## src/rtl/rx_fifo_ctrl_pkg.sv

```systemverilog
// Shared types and defaults for the USB RX packet sequencer.
// RX_PID_CHECK_EN adds the PID state that validates the first payload byte.
package rx_ctrl_pkg;

  localparam logic [7:0] SYNC_BYTE_DEF = 8'h80;
  localparam int         MAX_BYTES_DEF = 64;
  localparam int         CNT_W_DEF     = 7;

  typedef enum logic [2:0] {
    ST_IDLE     = 3'd0,
    ST_RECV     = 3'd1,
    ST_DONE     = 3'd2,
    ST_ERR_WAIT = 3'd3
`ifdef RX_PID_CHECK_EN
    ,
    ST_PID      = 3'd4
`endif
  } state_t;

`ifdef RX_PID_CHECK_EN
  localparam state_t ST_AFTER_SYNC = ST_PID;
`else
  localparam state_t ST_AFTER_SYNC = ST_RECV;
`endif

  // A USB PID carries its own complement in the upper nibble.
  function automatic logic pid_ok(input logic [7:0] b);
    return b[7:4] == ~b[3:0];
  endfunction

endpackage

```

## src/rtl/rx_fifo_ctrl_if.sv

```systemverilog
// Byte-decoder / rx_fifo side signals of the RX sequencer.
// master drives the decoded byte stream and FIFO status; slave is the sequencer.
interface rx_fifo_ctrl_if #(
  parameter int CNT_W = 7
);
  logic             byte_valid;
  logic [7:0]       rx_byte;
  logic             eop;
  logic             bit_err;
  logic             full;
  logic             w_enable;
  logic [7:0]       w_data;
  logic             rcving;
  logic             r_error;
  logic             pkt_done;
  logic [CNT_W-1:0] byte_cnt;

  modport master (
    output byte_valid, rx_byte, eop, bit_err, full,
    input  w_enable, w_data, rcving, r_error, pkt_done, byte_cnt
  );

  modport slave (
    input  byte_valid, rx_byte, eop, bit_err, full,
    output w_enable, w_data, rcving, r_error, pkt_done, byte_cnt
  );
endinterface

```

## src/rtl/rx_fifo_ctrl_byte_cnt.sv

```systemverilog
// Saturating payload byte counter with synchronous clear and terminal flag.
module rx_byte_cnt #(
  parameter int CNT_W = 7,
  parameter int MAX   = 64
) (
  input  logic             clk,
  input  logic             rst,
  input  logic             clr,
  input  logic             en,
  output logic [CNT_W-1:0] cnt,
  output logic             at_max
);
  localparam logic [CNT_W-1:0] MAX_C = CNT_W'(MAX);

  logic [CNT_W-1:0] cnt_d, cnt_q;

  always_comb begin
    cnt_d = cnt_q;
    if (clr)
      cnt_d = '0;
    else if (en && (cnt_q != MAX_C))
      cnt_d = cnt_q + 1'b1;
  end

  always_ff @(posedge clk) begin
    if (rst) cnt_q <= '0;
    else     cnt_q <= cnt_d;
  end

  assign cnt    = cnt_q;
  assign at_max = (cnt_q == MAX_C);
endmodule

```

## src/rtl/rx_fifo_ctrl.sv

```systemverilog
// RX packet sequencer: checks SYNC, writes payload into rx_fifo, flags faults.
// Optional first-byte PID check is enabled with RX_PID_CHECK_EN.
//
// state       | meaning
// ST_IDLE     | waiting for SYNC
// ST_PID      | (RX_PID_CHECK_EN) first payload byte must be a valid PID
// ST_RECV     | writing payload bytes
// ST_DONE     | one-cycle clean end of packet
// ST_ERR_WAIT | packet faulted, discard until eop
module rx_fifo_ctrl
  import rx_ctrl_pkg::*;
#(
  parameter logic [7:0] SYNC_BYTE = SYNC_BYTE_DEF,
  parameter int         MAX_BYTES = MAX_BYTES_DEF,
  parameter int         CNT_W     = CNT_W_DEF
) (
  input  logic          clk,
  input  logic          rst,
  rx_fifo_ctrl_if.slave bus
);

  state_t     state_q, state_d;
  logic       w_enable_q, w_enable_d;
  logic [7:0] w_data_q, w_data_d;
  logic       rcving_q, rcving_d;
  logic       r_error_q, r_error_d;
  logic       pkt_done_q, pkt_done_d;

  logic             accept;
  logic             err;
  logic             cnt_clr;
  logic             at_max;
  logic [CNT_W-1:0] cnt;

  rx_byte_cnt #(
    .CNT_W (CNT_W),
    .MAX   (MAX_BYTES)
  ) u_byte_cnt (
    .clk    (clk),
    .rst    (rst),
    .clr    (cnt_clr),
    .en     (accept),
    .cnt    (cnt),
    .at_max (at_max)
  );

  always_comb begin
    state_d   = state_q;
    r_error_d = r_error_q;
    w_data_d  = w_data_q;
    accept    = 1'b0;
    err       = 1'b0;
    cnt_clr   = 1'b0;

    unique case (state_q)
      ST_IDLE: begin
        if (bus.byte_valid) begin
          if (bus.rx_byte == SYNC_BYTE) begin
            state_d   = ST_AFTER_SYNC;
            r_error_d = 1'b0;
            cnt_clr   = 1'b1;
          end else begin
            err = 1'b1;
          end
        end
      end
      ST_RECV: begin
        if (bus.bit_err) begin
          err = 1'b1;
        end else begin
          if (bus.byte_valid) begin
            if (bus.full || at_max) err = 1'b1;
            else                    accept = 1'b1;
          end
          // eop sees the count as it stands after this cycle's byte
          if (!err && bus.eop) begin
            if (accept || (cnt != '0)) state_d = ST_DONE;
            else                       err = 1'b1;
          end
        end
      end
`ifdef RX_PID_CHECK_EN
      ST_PID: begin
        if (bus.bit_err) begin
          err = 1'b1;
        end else if (bus.byte_valid) begin
          if (bus.full || !pid_ok(bus.rx_byte)) begin
            err = 1'b1;
          end else begin
            accept  = 1'b1;
            state_d = bus.eop ? ST_DONE : ST_RECV;
          end
        end else if (bus.eop) begin
          err = 1'b1;
        end
      end
`endif
      ST_DONE:     state_d = ST_IDLE;
      ST_ERR_WAIT: if (bus.eop) state_d = ST_IDLE;
      default:     state_d = ST_IDLE;
    endcase

    if (err) begin
      state_d   = ST_ERR_WAIT;
      r_error_d = 1'b1;
    end
    if (accept) w_data_d = bus.rx_byte;

    w_enable_d = accept;
    pkt_done_d = (state_d == ST_DONE);
    rcving_d   = (state_d == ST_RECV) || (state_d == ST_ERR_WAIT)
`ifdef RX_PID_CHECK_EN
                 || (state_d == ST_PID)
`endif
                 ;
  end

  always_ff @(posedge clk) begin
    if (rst) begin
      state_q    <= ST_IDLE;
      w_enable_q <= 1'b0;
      w_data_q   <= 8'h00;
      rcving_q   <= 1'b0;
      r_error_q  <= 1'b0;
      pkt_done_q <= 1'b0;
    end else begin
      state_q    <= state_d;
      w_enable_q <= w_enable_d;
      w_data_q   <= w_data_d;
      rcving_q   <= rcving_d;
      r_error_q  <= r_error_d;
      pkt_done_q <= pkt_done_d;
    end
  end

  assign bus.w_enable = w_enable_q;
  assign bus.w_data   = w_data_q;
  assign bus.rcving   = rcving_q;
  assign bus.r_error  = r_error_q;
  assign bus.pkt_done = pkt_done_q;
  assign bus.byte_cnt = cnt;

endmodule

```

## src/flat_wrapper.sv

```systemverilog
// flat-port wrapper written by rule: the top's interface ports become plain ports
module rx_fifo_ctrl_flat import rx_ctrl_pkg::*;
#(
  parameter logic [7:0] SYNC_BYTE = SYNC_BYTE_DEF,
  parameter int         MAX_BYTES = MAX_BYTES_DEF,
  parameter int         CNT_W     = CNT_W_DEF
)
  (clk, rst, bus_byte_valid, bus_rx_byte, bus_eop, bus_bit_err, bus_full, bus_w_enable, bus_w_data, bus_rcving, bus_r_error, bus_pkt_done, bus_byte_cnt);
  rx_fifo_ctrl_if #(.CNT_W(CNT_W)) bus_i ();
  input  logic clk;
  input  logic rst;
  input wire logic [$bits(bus_i.byte_valid)-1:0] bus_byte_valid;
  input wire logic [$bits(bus_i.rx_byte)-1:0] bus_rx_byte;
  input wire logic [$bits(bus_i.eop)-1:0] bus_eop;
  input wire logic [$bits(bus_i.bit_err)-1:0] bus_bit_err;
  input wire logic [$bits(bus_i.full)-1:0] bus_full;
  output wire logic [$bits(bus_i.w_enable)-1:0] bus_w_enable;
  output wire logic [$bits(bus_i.w_data)-1:0] bus_w_data;
  output wire logic [$bits(bus_i.rcving)-1:0] bus_rcving;
  output wire logic [$bits(bus_i.r_error)-1:0] bus_r_error;
  output wire logic [$bits(bus_i.pkt_done)-1:0] bus_pkt_done;
  output wire logic [$bits(bus_i.byte_cnt)-1:0] bus_byte_cnt;
  assign bus_i.byte_valid = bus_byte_valid;
  assign bus_i.rx_byte = bus_rx_byte;
  assign bus_i.eop = bus_eop;
  assign bus_i.bit_err = bus_bit_err;
  assign bus_i.full = bus_full;
  assign bus_w_enable = bus_i.w_enable;
  assign bus_w_data = bus_i.w_data;
  assign bus_rcving = bus_i.rcving;
  assign bus_r_error = bus_i.r_error;
  assign bus_pkt_done = bus_i.pkt_done;
  assign bus_byte_cnt = bus_i.byte_cnt;
  rx_fifo_ctrl #(.SYNC_BYTE(SYNC_BYTE), .MAX_BYTES(MAX_BYTES), .CNT_W(CNT_W)) u_core (.clk(clk), .rst(rst), .bus(bus_i));
endmodule
```

## config.mk

```make
export PLATFORM = sky130hd
export DESIGN_NAME = rx_fifo_ctrl_flat
export DESIGN_NICKNAME = d
export VERILOG_FILES = /design/src/rtl/rx_fifo_ctrl_pkg.sv /design/src/rtl/rx_fifo_ctrl_if.sv /design/src/rtl/rx_fifo_ctrl_byte_cnt.sv /design/src/rtl/rx_fifo_ctrl.sv /design/src/flat_wrapper.sv
export SDC_FILE = /design/constraint.sdc
export NUM_CORES = 1
export LEC_CHECK = 0
export CAP_MARGIN = 20
export CORE_ASPECT_RATIO = 1.1
export CORE_MARGIN = 10
export CORE_UTILIZATION = 45
export CTS_CLUSTER_SIZE = 25
export DETAILED_ROUTE_END_ITERATION = 6
export HOLD_SLACK_MARGIN = 0.05
export PLACE_DENSITY = 0.78
export SETUP_SLACK_MARGIN = 0.05
export SKIP_CTS_REPAIR_TIMING = 1
export SLEW_MARGIN = 20
export SYNTH_ARGS = -nofsm -noshare
export SYNTH_HDL_FRONTEND = slang
export SYNTH_SLANG_ARGS = --single-unit
```

## constraint.sdc

```tcl
create_clock -name clk -period 1.9 [get_ports clk]
set_input_delay 0.38 -clock clk [delete_from_list [all_inputs] [get_ports clk]]
set_output_delay 0.38 -clock clk [all_outputs]
set_load 0.1 [all_outputs]
```

=== Yosys cells after proc, flatten, opt, wreduce, memory -nomap -nowiden ===
Cells that the tools add are included.
W data, S select, Z words.

* Add/sub/neg operators: 1
* Multiply operators: 0
* Div/mod/pow operators: 0
* Magnitude comparators: 0
* Eq/ne operators: 8
* Shifts and indexed selects: 0
* Multiplexer cells: 31
* Bitwise operators: 0
* Reduce and logical (&&, ||, !) cells: 13

{| class="wikitable"
|+ Operator list
! kind !! number
|-
| $mux W1 || 22
|-
| $mux W3 || 7
|-
| $eq A3 B2 Y1 const B || 3
|-
| $pmux W3 S3 || 1
|-
| $eq A8 B8 Y1 const B || 1
|-
| $add A7 B1 Y7 const B || 1
|-
| $eq A7 B7 Y1 const B || 1
|-
| $ne A7 B7 Y1 const B || 1
|-
| $reduce_bool A7 Y1 || 1
|-
| $eq A3 B1 Y1 const B || 2
|-
| $reduce_bool A2 Y1 || 3
|-
| $logic_not A3 Y1 || 1
|-
| $logic_or A1 B1 Y1 || 3
|-
| $reduce_and A3 Y1 || 1
|-
| $logic_and A1 B1 Y1 || 2
|-
| $pmux W1 S2 || 1
|-
| $reduce_or A2 Y1 || 1
|-
| $logic_not A1 Y1 || 1
|}

* Bits in registers: 22
* Latch bits: 0
* RAM bits: 0
* Memory bits (read-only): 0
* Bits of input ports: 14
* Output and inout bits: 19
* Logic and storage cells: 60
* Memories kept: 0

=== Depth between registers and ports, before layout ===
* Depth in word-level cells: 14
* Depth in mapped cells: 7

=== Cells and area by module ===
A second synthesis with hierarchy kept.

* Cells, all modules: 107
* Area, all modules: 972.2 um^2

{| class="wikitable"
|+ Modules (own cells, without submodules)
! module !! instances !! cells an instance !! area each (um^2)
|-
| rx_fifo_ctrl || 1 || 65 || 620.6
|-
| rx_byte_cnt || 1 || 42 || 351.6
|}

=== Worst setup path after synthesis ===
Ideal clock, no wire load.

* Path type: reg-to-reg
* Start point: register u_core.u_byte_cnt.cnt_q[0], in the netlist u_core.u_byte_cnt.cnt[0]
* End point: register u_core.u_byte_cnt.cnt_q[0], in the netlist u_core.u_byte_cnt.cnt[0]
* Setup time: 0.071 ns
* Data arrival time: 2.140 ns
* Setup slack: -0.311 ns
* Stages on the path, launching flop included: 8
* Buffers on the path: 1
* Cells stage by stage: dfxtp_1 -> inv_1 -> ha_1 -> nor2b_1 -> nand3_1 -> clkbuf_1 -> nand3_1 -> a21oi_1

* Cells in the longest elaborated chain, start to end: 9

{| class="wikitable"
|+ Ends and longest elaborated chain
! element !! RTL line !! RTL
|-
| start: declaration || rx_fifo_ctrl_byte_cnt.sv:15 || <nowiki>logic [CNT_W-1:0] cnt_d, cnt_q;</nowiki>
|-
| start signal: assignment || rx_fifo_ctrl_byte_cnt.sv:27 || <nowiki>else cnt_q <= cnt_d;</nowiki>
|-
| $eq A7 B7 Y1 || rx_fifo_ctrl_byte_cnt.sv:31 || <nowiki>assign at_max = (cnt_q == MAX_C);</nowiki>
|-
| $logic_or A1 B1 Y1 || rx_fifo_ctrl.sv:72 || <nowiki>if (bus.full || at_max) err = 1'b1;</nowiki>
|-
| $mux W1 || rx_fifo_ctrl.sv:72 ||
|-
| $mux W1 || rx_fifo_ctrl.sv:71 || <nowiki>if (bus.byte_valid) begin</nowiki>
|-
| $mux W1 || rx_fifo_ctrl.sv:68 || <nowiki>if (bus.bit_err) begin</nowiki>
|-
| $mux W1 || rx_fifo_ctrl.sv:55 || <nowiki>unique case (state_q)</nowiki>
|-
| $mux W1 || rx_fifo_ctrl.sv:68 ||
|-
| $mux W1 || rx_fifo_ctrl.sv:55 ||
|-
| $logic_and A1 B1 Y1 || rx_fifo_ctrl_byte_cnt.sv:21 || <nowiki>else if (en && (cnt_q != MAX_C))</nowiki>
|}

Several ways; a longest one is shown, not always the timed one. The select of a mux whose other input is x is not followed.
A chain may end at the register's enable or synchronous reset.

=== Final worst setup path ===
* Start point: register u_core.u_byte_cnt.cnt_q[0], in the netlist u_core.u_byte_cnt.cnt[0]
* End point: register u_core.w_data_q[0], in the netlist u_core.bus.w_data[0]

* Cells in the longest elaborated chain, start to end: 8

{| class="wikitable"
|+ Ends and longest elaborated chain
! element !! RTL line !! RTL
|-
| $eq A7 B7 Y1 || rx_fifo_ctrl_byte_cnt.sv:31 ||
|-
| $logic_or A1 B1 Y1 || rx_fifo_ctrl.sv:72 ||
|-
| $mux W1 || rx_fifo_ctrl.sv:72 ||
|-
| $mux W1 || rx_fifo_ctrl.sv:71 ||
|-
| $mux W1 || rx_fifo_ctrl.sv:68 ||
|-
| $mux W1 || rx_fifo_ctrl.sv:55 ||
|-
| $mux W1 || rx_fifo_ctrl.sv:68 ||
|-
| $mux W1 || rx_fifo_ctrl.sv:55 ||
|-
| end signal: assignment || rx_fifo_ctrl.sv:129 || <nowiki>w_data_q <= w_data_d;</nowiki>
|-
| end: declaration || rx_fifo_ctrl.sv:24 || <nowiki>logic [7:0] w_data_q, w_data_d;</nowiki>
|}

Every way passes these cells. The select of a mux whose other input is x is not followed.

==> flow_summary.toml <==
[run_status]
status = "finished clean"

[cells_and_area]
diodes = 0
layout-drive-gt1-share_pct = 27.7
nNetsFinal = 176
fillers = 195
syn_to_final_growth_pct = 44.5
fin_area_sq_um = 1540

[yosys]
synth_adder_area_share_pct = 2.36
synth_area_per_cell_sq_um = 8.71
synth-seq-area-share_pct = 41.5
ys_types = 40
yosys.area_share.simple_pct = 29.7
synth_compound_area_share_pct = 18.1
async_reset_ff_share_pct = 0
synth-edff-count = 0
synth_xor_area_share_pct = 3.30
syn_area_sq_um = 1060
synth.area.mux_share_pct = 0.942
yosysWarnings = 0
synthFlopType = "dfxtp_1"
synth_top_family_by_area = "simple AND/OR/NAND/NOR gates"
synthCells = 122
ys_ff_latch = 22
syn-num-nets = 138

[power]
p_leak_uw = 0.000586
power.total_uw = 968
pwr-share-comb_pct = 13.6
ir_drop_uv = 527
intPower_uw = 737
p_per_area_nw_per_um2 = 630
seqPwrFrac_pct = 49.4
sw_frac_of_total_pct = 23.8
p_clk_share_pct = 37.1
power.switching_uw = 230

[placement]
gp_congestion = 0.777
dpl.hpwl_mm = 2.27
placed_cell_area_sq_um = 1480
dp_slack_ns = 0.0683
port_buffers = 32

[setup_path]
cpPeakStageDelay_ns = 0.45
worstSetupPathType = "flop to flop"
cp_num_buf_inv = 1
crit_path_end_kind = "flop"
crit_chain = "inv_1, ha_1, nor2b_1, and3_1, o21ai_0, a21oi_1"
crit_family = "simple AND/OR/NAND/NOR gates"
cp_max_fo = 12
cpMaxStageDelayCell = "and3_1"
worstPathArrival_ns = 1.89
cp-start-kind = "flop"
required_ns = 2.15

[floorplan]
pin_count = 33
row_count = 18
core_sq_um = 2250
die_h_microns = 71.0
die_x_microns = 66.3
start_util_pct = 47.2
dieArea_sq_um = 4710

[sta]
clock_skew_ns = 0.00993
drv_slew = 0
period_needed_ns = 1.64
worst_hold_slack_ns = 0.495
finalHoldViolCount = 0
fin_ws_ns = 0.261
min_period_over_period_pct = 86.3
setup_viol_count_final = 0
tns_ns = 0
fmax_mhz = 610
rsz0062_at_grt = "no"

[detailed_routing]
drt_pass1_iterations = 4
viasPerCell = 5.53
ant_nets = 0
drc = 0
vias = 1045
wl_per_cell_microns = 15.7
routed_wl_mm = 2.96
drtIter0Drc = 64

[min_path]
hp-class = "flop to flop"

[grt]
grt_max_degree = 14
track_usage_pct = 13.0
grt_pass1_vias = 1060
grt_antenna_before_repair = 0
grt_pass1_wl_mm = 4.97
grt_overflow = 0

[cts]
path_clk_slew_ns = 0.13
cts_root_buffer = "clkbuf_4"
cts_tree = "yes"
clockBufferDepth = 2
cts.sinks = 22
clk_latency_ns = 0.31
htree_num_levels = 1
cts_buffers = 3

[job]
maxCapViolations = 0
[per-stage QoR]
stage | util (%) | instances
6_report | 68.2 | 189
5_1_grt | 68.2 | 189
4_1_cts | 68.2 | 189
3_5_place_dp | 65.8 | 185
3_3_place_gp | 65.8 | 185
2_1_floorplan | - | 122
[final cells by class]
cell class | count | area, sq um | area share, %
Sequential cell | 22 | 447 | 29.1
Clock buffer | 3 | 22.5 | 1.47
Timing Repair Buffer | 38 | 405 | 26.4
Tap cell | 30 | 37.5 | 2.44
Clock inverter | 1 | 30.0 | 1.96
Multi-Input combinational cell | 92 | 582 | 37.9
Inverter | 3 | 11.3 | 0.733
[synth_stat cells (all sizes together), types with 3 or more instances]
master	instances	area share [%]
nand4	4	2.4
and2	3	2.1
dfxtp	22	41
nand2	4	1.4
inv	3	1.1
o22ai	3	2.4
and3	3	1.9
o21ai	11	5.2
nor2	10	3.8
xor2	4	3.3
buf	3	2.0
a21oi	12	5.7
nor3	3	1.4
nand3	15	7.1
[worst reg2reg max path, stage by stage, from the launching register on]
cell	delay (ns)
dfxtp_2	0.38
inv_1	0.08
ha_1	0.19
nor2b_1	0.18
and3_1	0.45
o21ai_0	0.16
a21oi_1	0.16
[power by group through the flow]
stage	combinational, uW	sequential (uW)	clock, uW
final	131	478	359
after global routing	139	479	382
after CTS	131	478	362
after detailed placement	130	488	0
after global placement	128	488	0
after floorplan	37.1	523	0
[placed cells by master, fill, tap and decap left out, types with 5 or more instances in the layout]
cell type	instances
a21oi_1	12
buf_4	18
dfxtp_1	17
clkdlybuf4s50_1	13
buf_12	7
o21ai_1	9
dfxtp_2	5
nand3_1	15
nor2_1	9
[state kept, by name (all words and copies together), names as in the netlist]
register,flops
u_core.bus.w_enable,1
u_core.bus.r_error,1
u_core.u_byte_cnt.cnt,7
u_core.bus.pkt_done,1
u_core.bus.w_data,8
u_core.bus.rcving,1
u_core.state_q,3
[logic make-up (layout without fill, tap and decap cells)]
group,count (synthesis),count (layout)
XOR/XNOR,4,4
other,1,1
flip-flops,22,22
buffers and inverters,8,45
AND/OR/NAND/NOR,53,53
AO/OA/AOI/OAI,31,31
adder cells (fa/ha/maj),2,2
multiplexers,1,1
[routing by layer]
metal | wire [microns] | up-vias | GRT usage (%)
met3 | 176 | 4 | 3.15
met2 | 1510 | 34 | 22.0
li1 | - | 517 | -
met1 | 1230 | 490 | 14.5
met4 | 51 | 0 | 6.76
met5 | 0 | - | 0
[final timing paths]
check | start | end | slack [ns] | cells after the start
setup / recovery | u_core.u_byte_cnt.cnt[0] | u_core.bus.w_data[0] | 0.26 | 6
setup reg to reg | u_core.u_byte_cnt.cnt[0] | u_core.bus.w_data[0] | 0.26 | 6
hold reg to reg | u_core.bus.w_data[6] | u_core.bus.w_data[6] | 0.50 | 2
hold / removal | u_core.bus.w_data[6] | u_core.bus.w_data[6] | 0.50 | 2
No activity file was read; power rests on OpenSTA's default activity.
